[src/rtl/card_pkg.sv]
// Shared constants, FSM encodings and slot helpers for the memory card game.
package card_pkg;

  localparam int unsigned NUM_SLOTS    = 16;
  localparam int unsigned NUM_PAIRS    = 8;
  localparam int unsigned ATTEMPTS_MAX = 255;
  localparam int unsigned IDX_W        = 4;
  localparam int unsigned PAIR_W       = 3;
  localparam int unsigned SCORE_W      = 4;
  localparam int unsigned ATT_W        = 8;
  localparam int unsigned CARD_W       = 4 * NUM_SLOTS;

  localparam logic [2:0] ST_IDLE  = 3'd0;
  localparam logic [2:0] ST_FIRST = 3'd1;
  localparam logic [2:0] ST_CHECK = 3'd2;
  localparam logic [2:0] ST_SHOW  = 3'd3;
  localparam logic [2:0] ST_DONE  = 3'd4;

  // Pair id of a slot: bits [3:1] of its 4-bit card id.
  function automatic logic [PAIR_W-1:0] pair_of(input logic [CARD_W-1:0] ids,
                                                input logic [IDX_W-1:0]  idx);
    pair_of = ids[{idx, 2'b01} +: PAIR_W];
  endfunction

  // One-hot mask for a slot index.
  function automatic logic [NUM_SLOTS-1:0] slot_bit(input logic [IDX_W-1:0] idx);
    slot_bit = NUM_SLOTS'(1) << idx;
  endfunction

endpackage

[src/rtl/card_game_ctrl_hold_timer.sv]
// Down-counter that holds a mismatched pair face-up for SHOW_CYCLES cycles.
module hold_timer #(
  parameter int unsigned SHOW_CYCLES = 50_000_000
) (
  input  logic clk,
  input  logic rst_n,
  input  logic clear,
  input  logic load,
  output logic done_c
);

  localparam int unsigned CNT_W = $clog2(SHOW_CYCLES + 1);

  logic [CNT_W-1:0] count;

  // Load with the hold length, then count down to zero.
  always_ff @(posedge clk or negedge rst_n) begin
    if (!rst_n) begin
      count <= '0;
    end else if (clear) begin
      count <= '0;
    end else if (load) begin
      count <= CNT_W'(SHOW_CYCLES);
    end else if (count != '0) begin
      count <= count - CNT_W'(1);
    end
  end

  // Last hold cycle: caller leaves SHOW on this edge.
  assign done_c = (count == CNT_W'(1));

endmodule

[src/rtl/card_game_ctrl.sv]
// Memory card game controller: two-card flip, compare, hold on mismatch, score.
module card_game_ctrl
  import card_pkg::*;
#(
  parameter int unsigned SHOW_CYCLES = 50_000_000
) (
  input  logic                 clk,
  input  logic                 rst_n,
  input  logic                 restart,
  input  logic                 sel_valid,
  input  logic [IDX_W-1:0]     sel_idx,
  input  logic [CARD_W-1:0]    card_id,
  output logic [NUM_SLOTS-1:0] reg_card,
  output logic [NUM_SLOTS-1:0] matched,
  output logic [SCORE_W-1:0]   score,
  output logic [ATT_W-1:0]     attempts,
  output logic                 busy,
  output logic                 game_over
);

  logic [2:0]           state, state_d;
  logic [IDX_W-1:0]     first_idx, first_d, second_idx, second_d;
  logic                 up_first, up_first_d, up_second, up_second_d;
  logic [NUM_SLOTS-1:0] matched_d, reg_card_d;
  logic [SCORE_W-1:0]   score_d;
  logic [ATT_W-1:0]     attempts_d;
  logic                 busy_d, game_over_d;
  logic                 armed;
  logic                 sel_ok, timer_load, timer_clear, timer_done_c;

  hold_timer #(.SHOW_CYCLES(SHOW_CYCLES)) u_hold_timer (
    .clk    (clk),
    .rst_n  (rst_n),
    .clear  (timer_clear),
    .load   (timer_load),
    .done_c (timer_done_c)
  );

  // Next-state and next-output logic.
  always_comb begin
    state_d     = state;
    first_d     = first_idx;
    second_d    = second_idx;
    up_first_d  = up_first;
    up_second_d = up_second;
    matched_d   = matched;
    score_d     = score;
    attempts_d  = attempts;
    timer_load  = 1'b0;
    timer_clear = 1'b0;

    sel_ok = armed && sel_valid && ((state == ST_IDLE) || (state == ST_FIRST)) &&
             !matched[sel_idx] && !reg_card[sel_idx];

    if (armed && restart) begin
      state_d     = ST_IDLE;
      up_first_d  = 1'b0;
      up_second_d = 1'b0;
      matched_d   = '0;
      score_d     = '0;
      attempts_d  = '0;
      timer_clear = 1'b1;
    end else begin
      case (state)
        ST_IDLE: begin
          if (sel_ok) begin
            first_d    = sel_idx;
            up_first_d = 1'b1;
            state_d    = ST_FIRST;
          end
        end
        ST_FIRST: begin
          if (sel_ok) begin
            second_d    = sel_idx;
            up_second_d = 1'b1;
            state_d     = ST_CHECK;
          end
        end
        ST_CHECK: begin
          if (attempts != ATT_W'(ATTEMPTS_MAX)) attempts_d = attempts + ATT_W'(1);
          if (pair_of(card_id, first_idx) == pair_of(card_id, second_idx)) begin
            matched_d   = matched | slot_bit(first_idx) | slot_bit(second_idx);
            score_d     = score + SCORE_W'(1);
            up_first_d  = 1'b0;
            up_second_d = 1'b0;
            state_d     = (score_d == SCORE_W'(NUM_PAIRS)) ? ST_DONE : ST_IDLE;
          end else begin
            timer_load = 1'b1;
            state_d    = ST_SHOW;
          end
        end
        ST_SHOW: begin
          if (timer_done_c) begin
            up_first_d  = 1'b0;
            up_second_d = 1'b0;
            state_d     = ST_IDLE;
          end
        end
        ST_DONE: begin
          state_d = ST_DONE;
        end
        default: begin
          state_d = ST_IDLE;
        end
      endcase
    end

    reg_card_d = matched_d |
                 (up_first_d  ? slot_bit(first_d)  : '0) |
                 (up_second_d ? slot_bit(second_d) : '0);
    busy_d      = (state_d == ST_CHECK) || (state_d == ST_SHOW);
    game_over_d = (state_d == ST_DONE);
  end

  // State and registered outputs.
  always_ff @(posedge clk or negedge rst_n) begin
    if (!rst_n) begin
      state      <= ST_IDLE;
      first_idx  <= '0;
      second_idx <= '0;
      up_first   <= 1'b0;
      up_second  <= 1'b0;
      matched    <= '0;
      score      <= '0;
      attempts   <= '0;
      reg_card   <= '0;
      busy       <= 1'b0;
      game_over  <= 1'b0;
      armed      <= 1'b0;
    end else begin
      state      <= state_d;
      first_idx  <= first_d;
      second_idx <= second_d;
      up_first   <= up_first_d;
      up_second  <= up_second_d;
      matched    <= matched_d;
      score      <= score_d;
      attempts   <= attempts_d;
      reg_card   <= reg_card_d;
      busy       <= busy_d;
      game_over  <= game_over_d;
      armed      <= 1'b1;
    end
  end

endmodule

[config.mk]
export PLATFORM = sky130hd
export DESIGN_NAME = card_game_ctrl
export DESIGN_NICKNAME = d
export VERILOG_FILES = /design/src/rtl/card_pkg.sv /design/src/rtl/card_game_ctrl_hold_timer.sv /design/src/rtl/card_game_ctrl.sv
export SDC_FILE = /design/constraint.sdc
export NUM_CORES = 1
export LEC_CHECK = 0
export ABC_AREA = 1
export BUFFER_PORTS_ARGS = -buffer_cell sky130_fd_sc_hd__buf_2
export CORE_MARGIN = 2
export CORE_UTILIZATION = 49
export CTS_CLUSTER_DIAMETER = 30
export DETAILED_ROUTE_END_ITERATION = 12
export PLACE_DENSITY = 0.72
export SYNTH_ARGS = -nofsm -noshare
export SYNTH_HDL_FRONTEND = slang
export SYNTH_HIERARCHICAL = 1
export SYNTH_SLANG_ARGS = --single-unit
[constraint.sdc]
create_clock -name clk -period 3.75 [get_ports clk]
set_input_delay 0.375 -clock clk [delete_from_list [all_inputs] [get_ports clk]]
set_output_delay 0.375 -clock clk [all_outputs]
set_load 0.02 [all_outputs]
== After elaboration in Yosys (flattened, before gate mapping) ==
Index checks and enable logic that the tools add are counted.

* Equal/unequal tests: 11
* Reductions and logical operators: 17
* Mux-type cells: 45
* $add $sub $neg: 3
* Bitwise operators: 4
* Magnitude comparators: 1
* Shifts and indexed selects: 6

{| class="wikitable"
|+ Operators by type and width
! kind !! count
|-
| $shiftx A64 B7 Y3 || 2
|-
| $mux W16 || 5
|-
| $mux W26 || 3
|-
| $or A16 B16 Y16 || 4
|-
| $shl A1 B4 Y16 const A || 4
|-
| $mux W4 || 9
|-
| $eq A26 B1 Y1 const B || 1
|-
| $reduce_bool A26 Y1 || 1
|-
| $sub A26 B1 Y26 const B || 1
|-
| $mux W8 || 3
|-
| $mux W3 || 6
|-
| $pmux W3 S5 || 1
|-
| $mux W1 || 14
|-
| $eq A3 B2 Y1 const B || 4
|-
| $add A8 B1 Y8 const B || 1
|-
| $bmux W1 S4 || 2
|-
| $ne A8 B8 Y1 const B || 1
|-
| $eq A3 B3 Y1 const B || 2
|-
| $pmux W1 S3 || 2
|-
| $reduce_bool A2 Y1 || 3
|-
| $logic_and A1 B1 Y1 || 5
|-
| $lt A4 B5 Y1 const B || 1
|-
| $add A4 B1 Y4 const B || 1
|-
| $eq A4 B4 Y1 const B || 1
|-
| other kinds (7) || 10
|}

* Flip-flop bits (word level): 86
* Logic and storage cells: 100
* Output and inout port bits: 46
* Bits of input ports: 72

== Longest topological paths before layout ==
Gate-level depths: netlist of the first run.

* Word-level depth: 12
* Depth in mapped cells: 19
* Gate-level depth less buffers: 18

== Cells and area by module ==
The synthesis of the first run kept the hierarchy.

{| class="wikitable"
|+ By module, submodules not included
! module !! cells each !! area an instance (um^2) !! sequential area each (um^2) !! instances
|-
| card_game_ctrl || 746 || 4,805.9 || 1,501.4 || 1
|-
| hold_timer || 258 || 1,821.7 || 650.6 || 1
|}

== Least setup slack after synthesis of the first run ==
Ideal clock, no wire load.

* Kind: reg-to-reg
* From: register second_idx[0]
* To: register u_hold_timer.count[0]
* Arrival: 2.236 ns
* Period minus slack after synthesis: 2.353 ns
* Data required time: 3.633 ns
* Stages on the path, launching flop included: 18
* Library setup time: 0.117 ns
* Path slack: 1.397 ns
* Path buffers: 3
* Cell sequence: dfrtp_1 buf_4 buf_2 o21ai_0 nand2_1 nand3_1 nand3_1 nand2_1 inv_1 nand2_1 nand2_2 nand3_4 nand2_1 nor2_1 clkinv_1 clkbuf_1 nand4_1 nand2_1

* Longest elaborated chain between the ends: 7
* Elaborated cells between the ends (all ways): 8
* Classes of those cells: eq/ne (1); shift (1); mux (5); reduce/logical (1)

{| class="wikitable"
|+ Ends and longest elaborated chain
! item !! RTL line !! source
|-
| start: declaration || card_game_ctrl.sv:22 || <nowiki>logic [IDX_W-1:0] first_idx, first_d, second_idx, second_d;</nowiki>
|-
| start signal: assignment || card_game_ctrl.sv:133 || <nowiki>second_idx <= second_d;</nowiki>
|-
| $shiftx A64 B7 Y3 * || card_pkg.sv:22 || <nowiki>pair_of = ids[{idx, 2'b01} +: PAIR_W];</nowiki>
|-
| $eq A3 B3 Y1 * || card_game_ctrl.sv:81 || <nowiki>if (pair_of(card_id, first_idx) == pair_of(card_id, second_idx)) begin</nowiki>
|-
| $mux W1 * || card_game_ctrl.sv:81 ||
|-
| $mux W1 * || card_game_ctrl.sv:64 || <nowiki>case (state)</nowiki>
|-
| $mux W1 * || card_game_ctrl.sv:55 || <nowiki>if (armed && restart) begin</nowiki>
|-
| net timer_load || card_game_ctrl.sv:29 || <nowiki>logic sel_ok, timer_load, timer_clear, timer_done_c;</nowiki>
|-
| $mux W26 || card_game_ctrl_hold_timer.sv:22 || <nowiki>end else if (load) begin</nowiki>
|-
| $mux W26 || card_game_ctrl_hold_timer.sv:20 || <nowiki>end else if (clear) begin</nowiki>
|-
| end signal: assignment || card_game_ctrl_hold_timer.sv:23 || <nowiki>count <= CNT_W'(SHOW_CYCLES);</nowiki>
|-
| end signal: assignment || card_game_ctrl_hold_timer.sv:25 || <nowiki>count <= count - CNT_W'(1);</nowiki>
|-
| end: declaration || card_game_ctrl_hold_timer.sv:14 || <nowiki>logic [CNT_W-1:0] count;</nowiki>
|}

Mark *: on every way through the listed nets, which the timed path passes. The rest lies on a longest branch.
A chain may end at the register's enable or synchronous reset.

== Worst setup path in the final report of the first run ==
* From: register second_idx[0]
* To: register u_hold_timer.count[18]

The elaborated chain is that of the path after synthesis.

==> results of run 1 <==
==> area by class of cell <==
type	instances	share of cell area, %
clock inverter	5	0.6630
timing repair buffer	112	7.824
inverter	142	7.227
multi-input combinational	746	49.68
sequential	86	28.53
tap	176	2.917
clock buffer	10	3.166
==> registers in the layout (all words and copies together) (netlist names) <==
signal / count
armed: 1
first_idx: 4
busy: 1
attempts: 8
matched: 16
score: 4
u_hold_timer/count: 26
second_idx: 4
state: 3
game_over: 1
reg_card: 16
up_second: 1
up_first: 1
==> per-layer routing <==
layer / part of all wire (%) / up-vias / routed length [µm]
met5: 0 / - / 0
met4: 1.6 / 0 / 279
li1: - / 3385 / -
met1: 43 / 3033 / 7726
met3: 6.2 / 24 / 1116
met2: 49 / 232 / 8822
==> final timing paths <==
| kind | endpoint | start | slack [ps] |
|---|---|---|---|
| worst max-delay path | u_hold_timer/count[18] | second_idx[0] | 570 |
| worst min-delay path | matched[15] | rst_n | 140 |
| worst max register to register | u_hold_timer/count[18] | second_idx[0] | 570 |
| worst min register to register | attempts[5] | attempts[5] | 530 |
| max in group asynchronous | reg_card[11] | rst_n | 2840 |
| min in group clk | second_idx[2] | sel_idx[2] | 500 |
==> repair_timing <==
| item | 4_1_cts | 5_1_grt |
|---|---|---|
| endpoints found under the setup margin | 0 | 7 |
| hold buffers | 0 | 0 |
| gates resized for setup | 0 | 1 |
==> cell usage in the layout (no fill, tap or decap), drive strengths merged, types with 2 or more instances in the layout <==
master	count
nand2	256
nor2	196
nand3	148
inv	140
buf	112
dfrtp	86
o21ai	35
a21oi	28
nand4	24
o31ai	16
nor3	15
clkbuf	10
clkinv	6
ha	5
or2	5
nand3b	3
xor2	3
xnor2	3
o21a	2
==> kinds of logic (layout without fill, tap and decap cells) <==
logic type / count (synthesis) / in the layout
and+or+nand+nor: 648 / 648
buffers and inverters: 172 / 269
AOI/OAI and AO/OA: 86 / 86
DFF: 86 / 86
xor gates and xnor gates: 6 / 6
adders and majority gates: 5 / 5
other: 1 / 1
==> power groups by stage <==
stage / Sequential (mW) / Combinational [mW] / Clock, mW
CTS: 1.48 / 3.25 / 0.907
global placement: 1.49 / 3.21 / 0
finish: 1.49 / 3.28 / 0.887
global route: 1.53 / 3.68 / 0.945
floorplan: 1.47 / 2.51 / 0
detailed placement: 1.49 / 3.23 / 0
==> results.py, run 1 <==
metrics = {
    "run_status": {
        "outcome": "completed",
    },
    "floorplan": {
        "die_w_um": 120.3,
        "die-height_um": 120.3,
        "core_mm2": 0.01324,
        "io_pins": 118,
        "row_count": 42,
        "initial_core_util_pct": 50.05,
        "die_area_mm2": 0.01447,
    },
    "sta": {
        "drv_slew": 0,
        "post-route-period-util_pct": 84.79,
        "tightest_slew_ps": 909.5,
        "finalSetupViolCount": 0,
        "hold_viol_final": 0,
        "clock_skew_ps": 8.153,
        "rsz0062_at_grt": "false",
        "fmax_ghz": 0.3145,
        "setup_ws_ps": 570.3,
        "slew_headroom_pct": 39.37,
        "post-route-min-period_ps": 3180,
        "holdWs_ps": 140.6,
        "setup_tns_ps": 0,
    },
    "route": {
        "vias_per_cell": 5.226,
        "first_iter_violations": 522,
        "antenna_left": 0,
        "routedWlPerCell_um": 14.05,
        "drc_errors": 0,
        "wl_um": 17950,
        "dr_total_vias": 6674,
        "dr.pass1.iters": 6,
    },
    "worst_setup_path": {
        "end_kind": "flip-flop",
        "arrival_ps": 3460,
        "path_buf_inv": 4,
        "critical_path.max_fanout": 18,
        "max_stage_delay_ps": 590,
        "crit_slowest_cell": "dfrtp_2",
        "crit_type": "flip-flop to flip-flop",
        "path_delay_family": "simple AND/OR/NAND/NOR gates",
        "path_depth": 17,
        "cp-start-kind": "flip-flop",
        "cp.required_ps": 4030,
        "worstPathCellList": "inv_2 > nand2_1 > nor2_1 > nor2_1 > nand3_1 > nand3_1 > nand2_1 > nand2_1 > nand2_2 > nand3_4 > nand2_1 > nor2_1 > buf_4 > clkinv_1 > nand3_4 > clkinv_4 > nor2_1",
        "reg2regPathDepth": 17,
    },
    "placement": {
        "dp_worst_setup_slack_ps": 337.2,
        "io_buffers": 101,
        "hpwlAfterDp_um": 13190,
        "placed_area_mm2": 0.007258,
        "place_inst": 1262,
        "gp_congestion": 0.9308,
    },
    "grt": {
        "grt_pass1_wl_um": 29570,
        "grtUsageMet1_pct": 33.99,
        "grt_overflow": 0,
        "antenna_found_initial": 0,
        "grtUsageMet2_pct": 44.32,
        "grt_util_all_layers_pct": 25.62,
        "grt_max_degree": 70,
        "gr-usage-met3_pct": 3.019,
        "grt_pass1_vias": 6017,
        "busiest_layer": "met2",
    },
    "cts": {
        "root_buffer": "clkbuf_16",
        "htree_levels": 3,
        "cts_setup_buffers": 0,
        "cts_made_buffers": 9,
        "clock_sinks": 86,
        "path_clk_slew_ps": 60,
        "cts_max_path_buffers": 2,
        "cts_tree": "yes",
        "clk_latency_ps": 340,
    },
    "layout": {
        "n_antenna_cell": 0,
        "regArea_mm2": 0.002153,
        "final_util_pct": 57.00,
        "multi_input_area_mm2": 0.003750,
        "layout.nets": 1174,
        "layout.cells.non_filler": 1277,
        "areaGrowthSynthToFinish_pct": 13.89,
        "nFillCells": 1315,
        "drive_gt1_share_pct": 22.43,
        "final_area_mm2": 0.007548,
    },
    "synth": {
        "syn_avg_cell_area_um2": 6.601,
        "muxShareOfSynthArea_pct": 0,
        "synth_area_leaders": "dfrtp_1 32%, nand2_1 12%, nand3_1 10%",
        "ys_dominant_reg_cell": "dfrtp_1",
        "async_flop_share_pct": 100.0,
        "synth_compound_area_share_pct": 7.665,
        "synth_top_cell_area_share_pct": 32.47,
        "synthTopCellsByCount": "211 x nand2_1, 163 x nor2_1, 137 x nand3_1",
        "yosysMostFrequentCell": "nand2_1",
        "yosysWarnings": 6,
        "ys_types": 46,
        "netlist_area_mm2": 0.006628,
        "syn_nets": 1081,
        "synth-seq-cells": 86,
        "synthSimpleGateAreaFrac_pct": 47.12,
        "synthAdderAreaFrac_pct": 0.9439,
        "synth_edf_count": 0,
        "synth_xor_area_share_pct": 0.7929,
        "synth_largest_area_cell": "dfrtp_1",
        "synth_top_family_by_area": "simple AND/OR/NAND/NOR gates",
        "syn_inst": 1004,
        "ys_seq_area_share_pct": 32.47,
    },
    "power_and_ir_drop": {
        "pwr-share-comb_pct": 58.0,
        "clock_power_share_pct": 15.7,
        "peakVddDrop_mv": 0.4808,
        "p_int_mw": 2.713,
        "pwr-share-seq_pct": 26.3,
        "swShare_pct": 52.03,
        "p_switching_mw": 2.942,
        "powerDensity_mw_per_mm2": 749.1,
        "leakage_nw": 4.234,
        "power.total_mw": 5.655,
    },
    "flow_run": {
        "maxCapViolations": 0,
    },
    "hold_path": {
        "hold_class": "primary input to asynchronous set/reset pin",
    },
}
No activity file was read; power rests on OpenSTA's default activity.
==> inputs of run 2 (changes only) <==
--- a/config.mk
+++ b/config.mk
@@ -11,7 +11,7 @@
 export CORE_UTILIZATION = 49
 export CTS_CLUSTER_DIAMETER = 30
 export DETAILED_ROUTE_END_ITERATION = 12
-export PLACE_DENSITY = 0.72
+export PLACE_DENSITY = 0.75
 export SYNTH_ARGS = -nofsm -noshare
 export SYNTH_HDL_FRONTEND = slang
 export SYNTH_HIERARCHICAL = 1
==> constraint.sdc (replaced) <==
create_clock -name clk -period 2.7 [get_ports clk]
set_input_delay 0.27 -clock clk [delete_from_list [all_inputs] [get_ports clk]]
set_output_delay 0.27 -clock clk [all_outputs]
set_load 0.02 [all_outputs]
==> run 2 against run 1 <==
  * Sequential share of layout area shrank 0.68 points
  * Combinational power grew 47%
  * Power grew 43%
  * First-iteration DRC count grew 9.4%
  * Critical path depth is the same
  * Critical path type unchanged
  * Clock skew is essentially flat
  * Highest routed layer unchanged
  * Maximum frequency grew 27%
  * Utilization grew 1.4 points
  * Sequential cell count is the same
  * Final cell count grew 1.2%
  * Non-clock buffer count grew 15
  * Wire length grew 2.1%
==> results.py, run 2 (synthesis results as in run 1) <==
metrics = {
    "run_status": {
        "outcome": "completed",
    },
    "route": {
        "dr.pass1.iters": 7,
        "routedWlPerCell_um": 14.18,
        "vias_per_cell": 5.282,
        "first_iter_violations": 571,
        "drc_errors": 0,
        "antenna_left": 0,
        "wl_um": 18320,
        "dr_total_vias": 6824,
    },
    "worst_setup_path": {
        "critical_path.max_fanout": 17,
        "path_depth": 17,
        "crit_type": "flip-flop to flip-flop",
        "crit_slowest_cell": "dfrtp_1",
        "end_kind": "flip-flop",
        "reg2regPathDepth": 17,
        "path_buf_inv": 3,
        "path_delay_family": "simple AND/OR/NAND/NOR gates",
        "cp-start-kind": "flip-flop",
        "worstPathCellList": "buf_6 > inv_4 > nand2_2 > nor2_1 > nor2_1 > nand3_1 > nand2_1 > nand2_1 > nand2_1 > nand2_1 > nand2_2 > nand3_4 > buf_4 > nand3_1 > nand4_4 > nand3_1 > nand3_1",
        "arrival_ps": 2720,
        "max_stage_delay_ps": 420,
        "cp.required_ps": 2920,
    },
    "power_and_ir_drop": {
        "pwr-share-comb_pct": 59.9,
        "powerDensity_mw_per_mm2": 1042,
        "p_switching_mw": 4.145,
        "pwr-share-seq_pct": 24.8,
        "leakage_nw": 4.316,
        "swShare_pct": 51.42,
        "p_int_mw": 3.916,
        "peakVddDrop_mv": 0.5522,
        "clock_power_share_pct": 15.3,
    },
    "layout": {
        "areaGrowthSynthToFinish_pct": 16.67,
        "layout_commonest_cell": "nand2_1",
        "final_area_mm2": 0.007732,
        "regMostFlops": "u_hold_timer/count",
        "drive_gt1_share_pct": 23.57,
        "final_cell_mix": "210 x nand2_1, 162 x nor2_1, 137 x nand3_1, 124 x inv_1, 100 x buf_2",
        "largest_reg_flops": 26,
        "n_antenna_cell": 0,
        "layout.nets": 1189,
        "top_regs": "u_hold_timer/count (26), matched (16), reg_card (16)",
    },
    "floorplan": {
        "die_area_mm2": 0.01447,
        "core_mm2": 0.01324,
        "die_w_um": 120.3,
        "die-height_um": 120.3,
        "initial_core_util_pct": 50.05,
        "io_pins": 118,
        "row_count": 42,
    },
    "cts": {
        "clock_sinks": 86,
        "cts_made_buffers": 9,
        "cts_max_path_buffers": 2,
        "htree_levels": 3,
        "cts_setup_buffers": 0,
        "clk_latency_ps": 350,
        "cts_tree": "yes",
        "root_buffer": "clkbuf_16",
        "path_clk_slew_ps": 60,
    },
    "grt": {
        "grt_pass1_wl_um": 30610,
        "grt_util_all_layers_pct": 26.30,
        "grt_max_degree": 86,
        "antenna_found_initial": 0,
        "grt_overflow": 0,
        "grt_pass1_vias": 6541,
    },
    "placement": {
        "hpwlAfterDp_um": 13760,
        "gp_congestion": 0.9736,
        "io_buffers": 101,
        "placed_area_mm2": 0.007388,
        "dp_worst_setup_slack_ps": 73.62,
    },
    "sta": {
        "slew_headroom_pct": 63.16,
        "holdWs_ps": 278.0,
        "drv_slew": 0,
        "post-route-min-period_ps": 2510,
        "hold_viol_final": 0,
        "tightest_slew_ps": 551.3,
        "post-route-period-util_pct": 92.95,
        "setup_ws_ps": 190.4,
        "clock_skew_ps": 8.351,
        "setup_tns_ps": 0,
        "rsz0062_at_grt": "false",
        "finalSetupViolCount": 0,
        "fmax_ghz": 0.3985,
    },
    "hold_path": {
        "hold_class": "primary input to asynchronous set/reset pin",
    },
    "flow_run": {
        "maxCapViolations": 0,
    },
}
==> run 2: area by class of cell <==
| cell class | instances | area, µm² |
|---|---|---|
| fill | 1288 | 5510 |
| inverter | 142 | 548.0 |
| clock buffer | 11 | 242.7 |
| multi-input combinational | 746 | 3786 |
| timing repair buffer | 127 | 734.5 |
| sequential | 86 | 2153 |
| clock inverter | 4 | 47.55 |
| tap | 176 | 220.2 |
==> run 2: final timing paths <==
| check | start | end | slack, ps |
|---|---|---|---|
| min in group clk | sel_idx[1] | first_idx[1] | 390 |
| hold / removal | rst_n | matched[2] | 280 |
| setup reg to reg | first_idx[0] | reg_card[8] | 190 |
| max in group asynchronous | rst_n | second_idx[0] | 1790 |
| setup / recovery | first_idx[0] | reg_card[8] | 190 |
| hold reg to reg | attempts[5] | attempts[5] | 530 |
==> run 2: routing by layer <==
metal  global-route usage [%]  wire length (µm)
met3                    4.292              1113
met2                    45.77              8885
met1                    32.97              7752
met5                        0                 0
met4                    9.448               573
==> run 2: metrics by stage <==
| stage | util [%] | power, mW | instances |
|---|---|---|---|
| global placement | 55.79 | 6.628 | 1276 |
| finish | 58.39 | 8.061 | 1292 |
| CTS | 58.06 | 7.971 | 1292 |
| global route | 58.39 | 8.764 | 1292 |
| detailed placement | 55.79 | 6.701 | 1276 |
| floorplan | - | 5.530 | 1004 |
==> run 2: what timing repair did <==
action                                  4_1_cts  5_1_grt
hold buffers                                  1        0
endpoints found under the setup margin        0       46
gates resized for setup                       0       10
hold endpoints to repair                     47        0
==> run 2: power by group through the flow <==
stage	clock [mW]	combinational, mW	sequential [mW]
detailed placement	0	4.71	2.00
floorplan	0	3.49	2.04
global placement	0	4.64	1.98
global route	1.31	5.41	2.04
CTS	1.26	4.73	1.98
finish	1.24	4.83	2.00
